File: config.mk
export PLATFORM = sky130hd
export DESIGN_NAME = bus_arbiter
export DESIGN_NICKNAME = d
export VERILOG_FILES = /design/src/rtl/hmc_bus_pkg.sv /design/src/rtl/arb_counter.sv /design/src/rtl/bus_arbiter.sv
export SDC_FILE = /design/constraint.sdc
export NUM_CORES = 1
export LEC_CHECK = 0
export ABC_AREA = 0
export BUFFER_PORTS_ARGS = -buffer_cell sky130_fd_sc_hd__buf_2
export CORE_ASPECT_RATIO = 0.75
export CORE_MARGIN = 4
export CORE_UTILIZATION = 42
export CTS_BUF_LIST = sky130_fd_sc_hd__clkbuf_2
export CTS_CLUSTER_SIZE = 30
export DETAILED_ROUTE_END_ITERATION = 12
export GPL_ROUTABILITY_DRIVEN = 0
export PLACE_DENSITY = 0.82
export SLEW_MARGIN = 0
export SYNTH_ARGS = -nofsm -noshare
export SYNTH_HDL_FRONTEND = slang
export SYNTH_SLANG_ARGS = --single-unit
export TNS_END_PERCENT = 10
File: constraint.sdc
create_clock -name ph1 -period 3.2 [get_ports ph1]
set_input_delay 0.64 -clock ph1 [delete_from_list [all_inputs] [get_ports ph1]]
set_output_delay 0.64 -clock ph1 [all_outputs]
set_load 0.05 [all_outputs]
File: src/rtl/hmc_bus_pkg.sv
// hmc_bus_pkg: shared arbiter state encoding and bus-owner constants.
package hmc_bus_pkg;
  typedef enum logic [1:0] {CORE, HALT, DMA, TURN} arb_state_e;
  localparam logic OWNER_CORE = 1'b0;
  localparam logic OWNER_DMA = 1'b1;
endpackage

File: src/rtl/arb_counter.sv
// arb_counter: 8-bit loadable up/down counter that saturates at LIMIT and flags it.
module arb_counter #(
  parameter bit UP = 1'b1,
  parameter logic [7:0] LIMIT = 8'd0
) (
  input  logic       clk,
  input  logic       rst_n,
  input  logic       load,
  input  logic       en,
  input  logic [7:0] load_val,
  output logic       tc
);
  logic [7:0] count;
  assign tc = count == LIMIT;
  always_ff @(posedge clk or negedge rst_n)
    if (!rst_n) count <= '0;
    else if (load) count <= load_val;
    else if (en && !tc) count <= UP ? count + 8'd1 : count - 8'd1;
endmodule

File: src/rtl/bus_arbiter.sv
// bus_arbiter: shares the memory bus between the 6502 core and one DMA requester,
// stalling the core via RDY only on reads and bounding DMA bursts.
module bus_arbiter
  import hmc_bus_pkg::*;
#(
  parameter int MAX_BURST = 16,
  parameter int MIN_CORE = 2
) (
  input  logic        ph1,
  input  logic        reset,
  input  logic [15:0] core_address,
  input  logic [7:0]  core_data_out,
  input  logic        core_read_en,
  output logic        core_rdy,
  output logic [7:0]  core_data_in,
  input  logic        dma_req,
  input  logic [15:0] dma_address,
  input  logic [7:0]  dma_data_out,
  input  logic        dma_read_en,
  output logic        dma_gnt,
  output logic [7:0]  dma_data_in,
  output logic [15:0] mem_address,
  output logic [7:0]  mem_data_out,
  output logic        mem_read_en,
  input  logic [7:0]  mem_data_in,
  output logic        bus_owner
);
  localparam logic [7:0] BURST_LAST = 8'(MAX_BURST - 1);
  localparam logic [7:0] COOL_LOAD = 8'(MIN_CORE);
  arb_state_e state, next;
  logic burst_tc, cool_tc;
  arb_counter #(.UP(1'b1), .LIMIT(BURST_LAST)) u_burst (
    .clk(ph1), .rst_n(reset), .load(state == HALT && dma_req), .en(state == DMA),
    .load_val(8'd0), .tc(burst_tc)
  );
  arb_counter #(.UP(1'b0), .LIMIT(8'd0)) u_cool (
    .clk(ph1), .rst_n(reset), .load(state == TURN), .en(state == CORE),
    .load_val(COOL_LOAD), .tc(cool_tc)
  );
  always_ff @(posedge ph1 or negedge reset)
    if (!reset) state <= CORE;
    else state <= next;
  // A write cycle can never be frozen, so a halt only starts on a core read.
  always_comb begin
    next = state;
    case (state)
      CORE: next = dma_req && cool_tc && core_read_en ? HALT : CORE;
      HALT: next = dma_req ? DMA : TURN;
      DMA:  next = !dma_req || burst_tc ? TURN : DMA;
      default: next = CORE;
    endcase
  end
  assign core_rdy = state == CORE;
  assign dma_gnt = state == DMA;
  assign bus_owner = dma_gnt ? OWNER_DMA : OWNER_CORE;
  assign mem_address = bus_owner == OWNER_DMA ? dma_address : core_address;
  assign mem_data_out = bus_owner == OWNER_DMA ? dma_data_out : core_data_out;
  assign mem_read_en = bus_owner == OWNER_DMA ? dma_read_en : core_read_en | (state == HALT);
  assign core_data_in = mem_data_in;
  assign dma_data_in = mem_data_in;
endmodule

==> flow_metrics.env, run 1 <==
export IMPL_ir_drop_uv=568
export IMPL_syn_to_final_growth_pct=22.4
export IMPL_dp_hpwl_um=2800
export IMPL_slew_headroom_pct=50.2
export IMPL_setup_tns_ns=0
export IMPL_fin_cells=256
export IMPL_synth_simple_gate_area_share_pct=17.7
export IMPL_worstMarginPinSlew_ns=0.737
export IMPL_num_vias=1339
export IMPL_synth_flop_cell="dfrtp_1"
export IMPL_dpl_cell_area_mm2=0.00176
export IMPL_grt_overflow=0
export IMPL_fill_cells=283
export IMPL_fin_crit_ns=2.57
export IMPL_status="finished clean"
export IMPL_cts_setup_buffers=0
export IMPL_multi_input_area_um2=822
export IMPL_clock_sinks=18
export IMPL_ys_ff_latch=18
export IMPL_seq_power_share_pct=23.7
export IMPL_grt_pass1_wl_um=5300
export IMPL_ioPinCount=105
export IMPL_synth_edff_count=0
export IMPL_clk_latency_ns=0.31
export IMPL_antenna_found_initial=0
export IMPL_synth_top_area_cell="dfrtp_1"
export IMPL_gr_usage_all_layers_pct=15.1
export IMPL_critPathSlowestCell="dfrtp_1"
export IMPL_layout_commonest_cell="buf_2"
export IMPL_synth_area_leaders="dfrtp_1 31%, mux2_2 20%, buf_4 8.8%, ha_1 5.2%, a21oi_1 3.8%"
export IMPL_cts_buffers=3
export IMPL_path_max_fanout=35
export IMPL_slowest_delay_ns=0.44
export IMPL_routedWlPerCell_um=13.5
export IMPL_port_buffers=80
export IMPL_stdcell_area_mm2=0.00178
export IMPL_num_rows=18
export IMPL_path_depth=5
export IMPL_min_period_over_period_pct=80.2
export IMPL_maxSlewViolCount=0
export IMPL_worst_setup_path_start_kind="register"
export IMPL_reg2reg_depth=6
export IMPL_crit_buf_inv=3
export IMPL_hold_buffers=0
export IMPL_async_flop_share_pct=100
export IMPL_setup_violations=0
export IMPL_clk_pin_slew_ns=0.18
export IMPL_syn_area_per_cell_um2=9.42
export IMPL_cp_end_kind="primary output"
export IMPL_p_switching_uw=1000
export IMPL_synth_area_mm2=0.00145
export IMPL_die_h_um=58.9
export IMPL_ys_seq_area_share_pct=31.1
export IMPL_p_comb_share_pct=70.8
export IMPL_core_mm2=0.00331
export IMPL_drtIter0Drc=75
export IMPL_clock_skew_ns=0.0157
export IMPL_p_leak_uw=0.000876
export IMPL_r2r_setup_slack_ns=1.13
export IMPL_wl_um=3460
export IMPL_p_int_uw=777
export IMPL_die_x_um=75.9
export IMPL_layout_drive_gt1_share_pct=53.2
export IMPL_min_path_type="input pin to asynchronous set/reset pin"
export IMPL_criticalPathCategory="register to primary output"
export IMPL_n_antenna_cell=0
export IMPL_critPathTopFamily="buffers and inverters"
export IMPL_grt_max_degree=36
export IMPL_max_cap_violations=0
export IMPL_synth_compound_area_share_pct=11.6
export IMPL_clockBufferDepth=2
export IMPL_synthXorXnorAreaFrac_pct=0
export IMPL_syn_nets=221
export IMPL_yosys_area_share_adder_pct=5.18
export IMPL_setup_slack_ns=0.633
export IMPL_vias_per_cell=5.23
export IMPL_path_cells="inv_1 > ha_1 > buf_4 > mux2_2 > buf_2"
export IMPL_powerDensity_mw_per_mm2=1000
export IMPL_antenna_left=0
export IMPL_cts_root_buf="clkbuf_2"
export IMPL_synth_cell_types=36
export IMPL_reg2reg_from="state[0]"
export IMPL_r2r_end="u_burst.count[7]"
export IMPL_clkPwrFrac_pct=5.6
export IMPL_yosysTopAreaCellShare_pct=31.1
export IMPL_cts_tree="yes"
export IMPL_final_nets=284
export IMPL_dp_cells=252
export IMPL_fmax_ghz=0.390
export IMPL_cp_startpoint="state[0]"
export IMPL_dr_pass1_iters=4
export IMPL_final_cell_mix="80 x buf_2, 26 x mux2_2, 18 x dfrtp_1, 12 x nand2_1, 11 x a21oi_1"
export IMPL_hold_viol=0
export IMPL_syn_inst=154
export IMPL_start_util_pct=43.8
export IMPL_pre_cts_ws_ns=0.994
export IMPL_cts_resized=0
export IMPL_p_sw_share_pct=56.3
export IMPL_synth_top_family_by_area="multiplexers"
export IMPL_htree_num_levels=1
export IMPL_die_area_mm2=0.00447
export IMPL_grt_pass1_vias=1242
export IMPL_rsz0062_at_grt="false"
export IMPL_synth_warnings=0
export IMPL_synthMuxAreaShare_pct=22.3
export IMPL_drc=0
export IMPL_finalPower_uw=1780
export IMPL_crit_required_ns=2.56
export IMPL_critPathArrivalTime_ns=1.93
export IMPL_regArea_um2=450
-- synth_stat cells, types with 2 or more instances --
cell type and n:
mux2_2 26, dfrtp_1 18, buf_4 17, nand2_1 12, a21oi_1 11, inv_1 7, ha_1 6, nor3_1 5
o21ai_0 5, nor2_1 4, or4_1 4, clkbuf_1 3, mux2i_1 3, o31ai_1 3, or3_1 3, a311oi_1 2
buf_1 2, nand2b_1 2, nand3_1 2, nand4_1 2, nor2b_1 2
-- layer usage --
layer	routed length (µm)	vias to the layer above	global-route usage, %
li1	-	669	-
met1	1580	621	21.3
met2	1650	45	23.2
met3	206	4	3.92
met4	24	0	2.99
met5	0	-	0
-- flip-flops by register name, indices dropped and copies added, names as in the netlist --
name / flops
u_burst.count: 8
u_cool.count: 8
state: 2
-- area by class of cell --
class / instances / share of cell area, %
clock buffers: 3 / 0.846
clock inverters: 1 / 0.211
inverters: 7 / 1.48
multi-input cells: 106 / 46.3
flip-flops and latches: 18 / 25.4
well taps: 40 / 2.82
repair buffers: 81 / 23.0
-- stage by stage --
stage	utilization (%)	hold WS [ns]
global route	53.6	0.220
global placement	53.1	0.540
detailed placement	53.1	0.557
floorplan	-	0.344
CTS	53.6	0.224
finish	53.6	0.218
-- worst register-to-register path, delay by kind of cell (launching register included) --
kind / cells / cell delay [ns]
simple gates: 2 / 0.87
flops: 1 / 0.44
buf+inv: 2 / 0.44
fa+ha+maj: 1 / 0.14
compound gates: 1 / 0.14
-- worst max-delay path by stage --
stage / to / slack, ns
after global routing: mem_address[7] / 0.51
after CTS: mem_address[7] / 0.63
after floorplan: mem_read_en / 0.20
after detailed placement: mem_address[7] / 0.99
final: mem_address[7] / 0.63
after global placement: mem_address[7] / 1.02
-- power by group through the flow --
stage | clock network, µW | logic [µW] | registers [µW]
CTS | 102 | 1260 | 418
detailed placement | 0 | 1260 | 425
global placement | 0 | 1230 | 420
global route | 114 | 1340 | 437
floorplan | 0 | 1100 | 400
finish | 99.2 | 1260 | 421
-- cells by family (layout without fill, tap and decap cells) --
group | count (synthesis) | after routing
AO/OA/AOI/OAI | 26 | 26
adder cells (fa/ha/maj) | 6 | 6
flip-flops | 18 | 18
AND/OR/NAND/NOR | 45 | 45
multiplexers | 29 | 29
buffers and inverters | 30 | 92
No activity file was read; power rests on OpenSTA's default activity.
==> run 2: changes to the inputs <==
--- a/config.mk
+++ b/config.mk
@@ -5,16 +5,16 @@
 export SDC_FILE = /design/constraint.sdc
 export NUM_CORES = 1
 export LEC_CHECK = 0
-export ABC_AREA = 0
+export ABC_AREA = 1
 export BUFFER_PORTS_ARGS = -buffer_cell sky130_fd_sc_hd__buf_2
 export CORE_ASPECT_RATIO = 0.75
 export CORE_MARGIN = 4
-export CORE_UTILIZATION = 42
+export CORE_UTILIZATION = 39
 export CTS_BUF_LIST = sky130_fd_sc_hd__clkbuf_2
 export CTS_CLUSTER_SIZE = 30
 export DETAILED_ROUTE_END_ITERATION = 12
 export GPL_ROUTABILITY_DRIVEN = 0
-export PLACE_DENSITY = 0.82
+export PLACE_DENSITY = 0.79
 export SLEW_MARGIN = 0
 export SYNTH_ARGS = -nofsm -noshare
 export SYNTH_HDL_FRONTEND = slang
==> constraint.sdc (replaced) <==
create_clock -name ph1 -period 2.1 [get_ports ph1]
set_input_delay 0.42 -clock ph1 [delete_from_list [all_inputs] [get_ports ph1]]
set_output_delay 0.42 -clock ph1 [all_outputs]
set_load 0.05 [all_outputs]
==> run 2 against run 1 <==
  * Wire length is 16% higher
  * Largest cell class unchanged
  * Register-to-register slack got worse by 0.64 ns
  * Sequential share of layout area is 2.6 points lower
==> flow_metrics.env, run 2 <==
export IMPL_dpl_cell_area_mm2=0.00187
export IMPL_n_antenna_cell=0
export IMPL_start_util_pct=41.2
export IMPL_clk_latency_ns=0.31
export IMPL_max_cap_violations=0
export IMPL_maxSlewViolCount=0
export IMPL_biggestRegsByFlops="u_burst.count x8, u_cool.count x8, state x2"
export IMPL_syn_nets=307
export IMPL_gr_usage_all_layers_pct=15.3
export IMPL_utilization_pct=53.1
export IMPL_fill_cells=355
export IMPL_core_mm2=0.00373
export IMPL_cp_end_kind="primary output"
export IMPL_cts_tree="yes"
export IMPL_grt_max_degree=27
export IMPL_vias_per_cell=4.61
export IMPL_dp_hpwl_um=3070
export IMPL_syn_inst=240
export IMPL_regArea_um2=450
export IMPL_drtIter0Drc=134
export IMPL_rsz0062_at_grt="false"
export IMPL_num_rows=19
export IMPL_synth_warnings=0
export IMPL_critPathMostFrequentCell="nand2_1"
export IMPL_path_cells="inv_1 > ha_4 > buf_6 > nand2_1 > nand2_1 > buf_4"
export IMPL_synth_flop_cell="dfrtp_1"
export IMPL_htree_num_levels=1
export IMPL_fin_crit_ns=1.97
export IMPL_grt_overflow=0
export IMPL_die_h_um=62.4
export IMPL_critPathSlowestCell="dfrtp_1"
export IMPL_p_leak_uw=0.00119
export IMPL_criticalPathCategory="register to primary output"
export IMPL_ioPinCount=105
export IMPL_synth_top_area_cell="dfrtp_1"
export IMPL_hold_viol=0
export IMPL_critPathArrivalTime_ns=1.55
export IMPL_slowest_delay_ns=0.42
export IMPL_antenna_found_initial=0
export IMPL_reg2reg_from="state[0]"
export IMPL_yosysMostFrequentCell="nand2_1"
export IMPL_die_x_um=80.5
export IMPL_wl_um=4020
export IMPL_grt_pass1_wl_um=6360
export IMPL_synth_common_cells="116 x nand2_1, 19 x nand3_1, 18 x dfrtp_1"
export IMPL_slew_headroom_pct=71.8
export IMPL_crit_buf_inv=3
export IMPL_ir_drop_uv=685
export IMPL_die_area_mm2=0.00502
export IMPL_final_cell_mix="116 x nand2_1, 55 x buf_2, 26 x buf_4, 19 x nand3_1, 18 x dfrtp_1"
export IMPL_path_max_fanout=16
export IMPL_synth_area_mm2=0.00154
export IMPL_setup_tns_ns=0
export IMPL_drc=0
export IMPL_routedWlPerCell_um=11.3
export IMPL_powerDensity_mw_per_mm2=1590
export IMPL_critPathTopFamily="buffers and inverters"
export IMPL_status="finished clean"
export IMPL_grt_pass1_vias=1494
export IMPL_cts_root_buf="clkbuf_2"
export IMPL_syn_area_per_cell_um2=6.40
export IMPL_min_period_over_period_pct=93.8
export IMPL_ys_seq_area_share_pct=29.3
export IMPL_fmax_ghz=0.508
export IMPL_min_path_type="input pin to asynchronous set/reset pin"
export IMPL_syn_to_final_growth_pct=28.9
export IMPL_clockBufferDepth=2
export IMPL_async_flop_share_pct=100
export IMPL_clock_sinks=18
export IMPL_crit_required_ns=1.68
export IMPL_cp_startpoint="state[0]"
export IMPL_reg2reg_depth=7
export IMPL_layout_commonest_cell="nand2_1"
export IMPL_setup_slack_ns=0.130
export IMPL_clock_skew_ns=0.0228
export IMPL_pre_cts_ws_ns=0.180
export IMPL_layout_drive_gt1_share_pct=32.1
export IMPL_antenna_left=0
export IMPL_dr_pass1_iters=4
export IMPL_port_buffers=80
export IMPL_multi_input_area_um2=885
export IMPL_stdcell_area_mm2=0.00198
export IMPL_synth_area_leaders="dfrtp_1 29%, nand2_1 28%, buf_4 8.3%, nand3_1 6.2%, ha_1 4.9%"
export IMPL_ys_ff_latch=18
export IMPL_cts_buffers=3
export IMPL_worst_setup_path_start_kind="register"
export IMPL_num_vias=1644
export IMPL_synth_cell_types=23
export IMPL_clk_pin_slew_ns=0.19
export IMPL_setup_violations=0
export IMPL_worstMarginPinSlew_ns=0.422
export IMPL_yosysTopAreaCellShare_pct=29.3
export IMPL_final_nets=373
export IMPL_dp_cells=352
export IMPL_synth_edff_count=0
export IMPL_path_depth=6
export IMPL_fin_cells=357
run 2: cell types whose count changed after synthesis, moves of 9 or more:
| cell | previous run | this run |
|---|---|---|
| nand3_1 | 2 | 19 |
| a21oi_1 | 11 | 2 |
| nand2_1 | 12 | 116 |
| nor2_1 | 4 | 13 |
| mux2_2 | 26 | 0 |
| inv_1 | 7 | 16 |
run 2: worst paths after layout:
| kind | slack [ns] | end |
|---|---|---|
| max in group asynchronous | 1.77 | u_burst.count[3] |
| min in group ph1 | 0.42 | state[0] |
| setup / recovery | 0.13 | mem_address[15] |
| hold / removal | 0.009 | u_cool.count[3] |
| hold reg to reg | 0.49 | u_cool.count[0] |
| setup reg to reg | 0.49 | u_burst.count[3] |
run 2: cell families after synthesis:
kind of cell	share of synthesized area, %
AND/OR/NAND/NOR	45.9
buffers and inverters	13.9
flip-flops	29.3
AO/OA/AOI/OAI	3.66
adder cells (fa/ha/maj)	4.89
XOR/XNOR	2.28
run 2: metal layers:
metal	track usage, %	wire length, µm
met2	25.3	1840
met4	4.64	43
met5	0	0
met1	18.7	1750
met3	5.20	380
run 2: worst register-to-register path, cell delays in order, from the launching register on:
cell     delay (ns)
dfrtp_1        0.42
buf_4          0.14
ha_1           0.22
nand2_1        0.27
inv_1          0.17
nor2_8         0.19
nand2_1        0.06
o21ai_0        0.06
run 2: cell type report:
| cell class | count | share of cell area, % |
|---|---|---|
| clock inverters | 1 | 0.190 |
| repair buffers | 83 | 24.9 |
| clock buffers | 3 | 0.758 |
| multi-input cells | 183 | 44.7 |
| flip-flops and latches | 18 | 22.7 |
| inverters | 17 | 3.47 |
| well taps | 52 | 3.28 |
run 2: power breakdown:
part           switching, µW  internal [µW]  total [µW]  leakage (µW)
sequential               104            459         563      0.000235
clock                    108           41.4         150     0.0000140
combinational           1700            728        2430      0.000937
run 2: per-stage QoR:
stage                     power [µW]  hold slack [ns]
after floorplan                 2440            0.124
after CTS                       3110          0.00948
after detailed placement        2810            0.386
after global placement          2770            0.379
after global routing            3400           0.0126
final                           3150          0.00852
run 2: repair_timing:
item / in CTS / in global routing
setup endpoints to repair: 25 / 27
buffers inserted: 0 / 1
hold buffers: 0 / 0
pin swaps: 0 / 0
gates resized for setup: 27 / 3
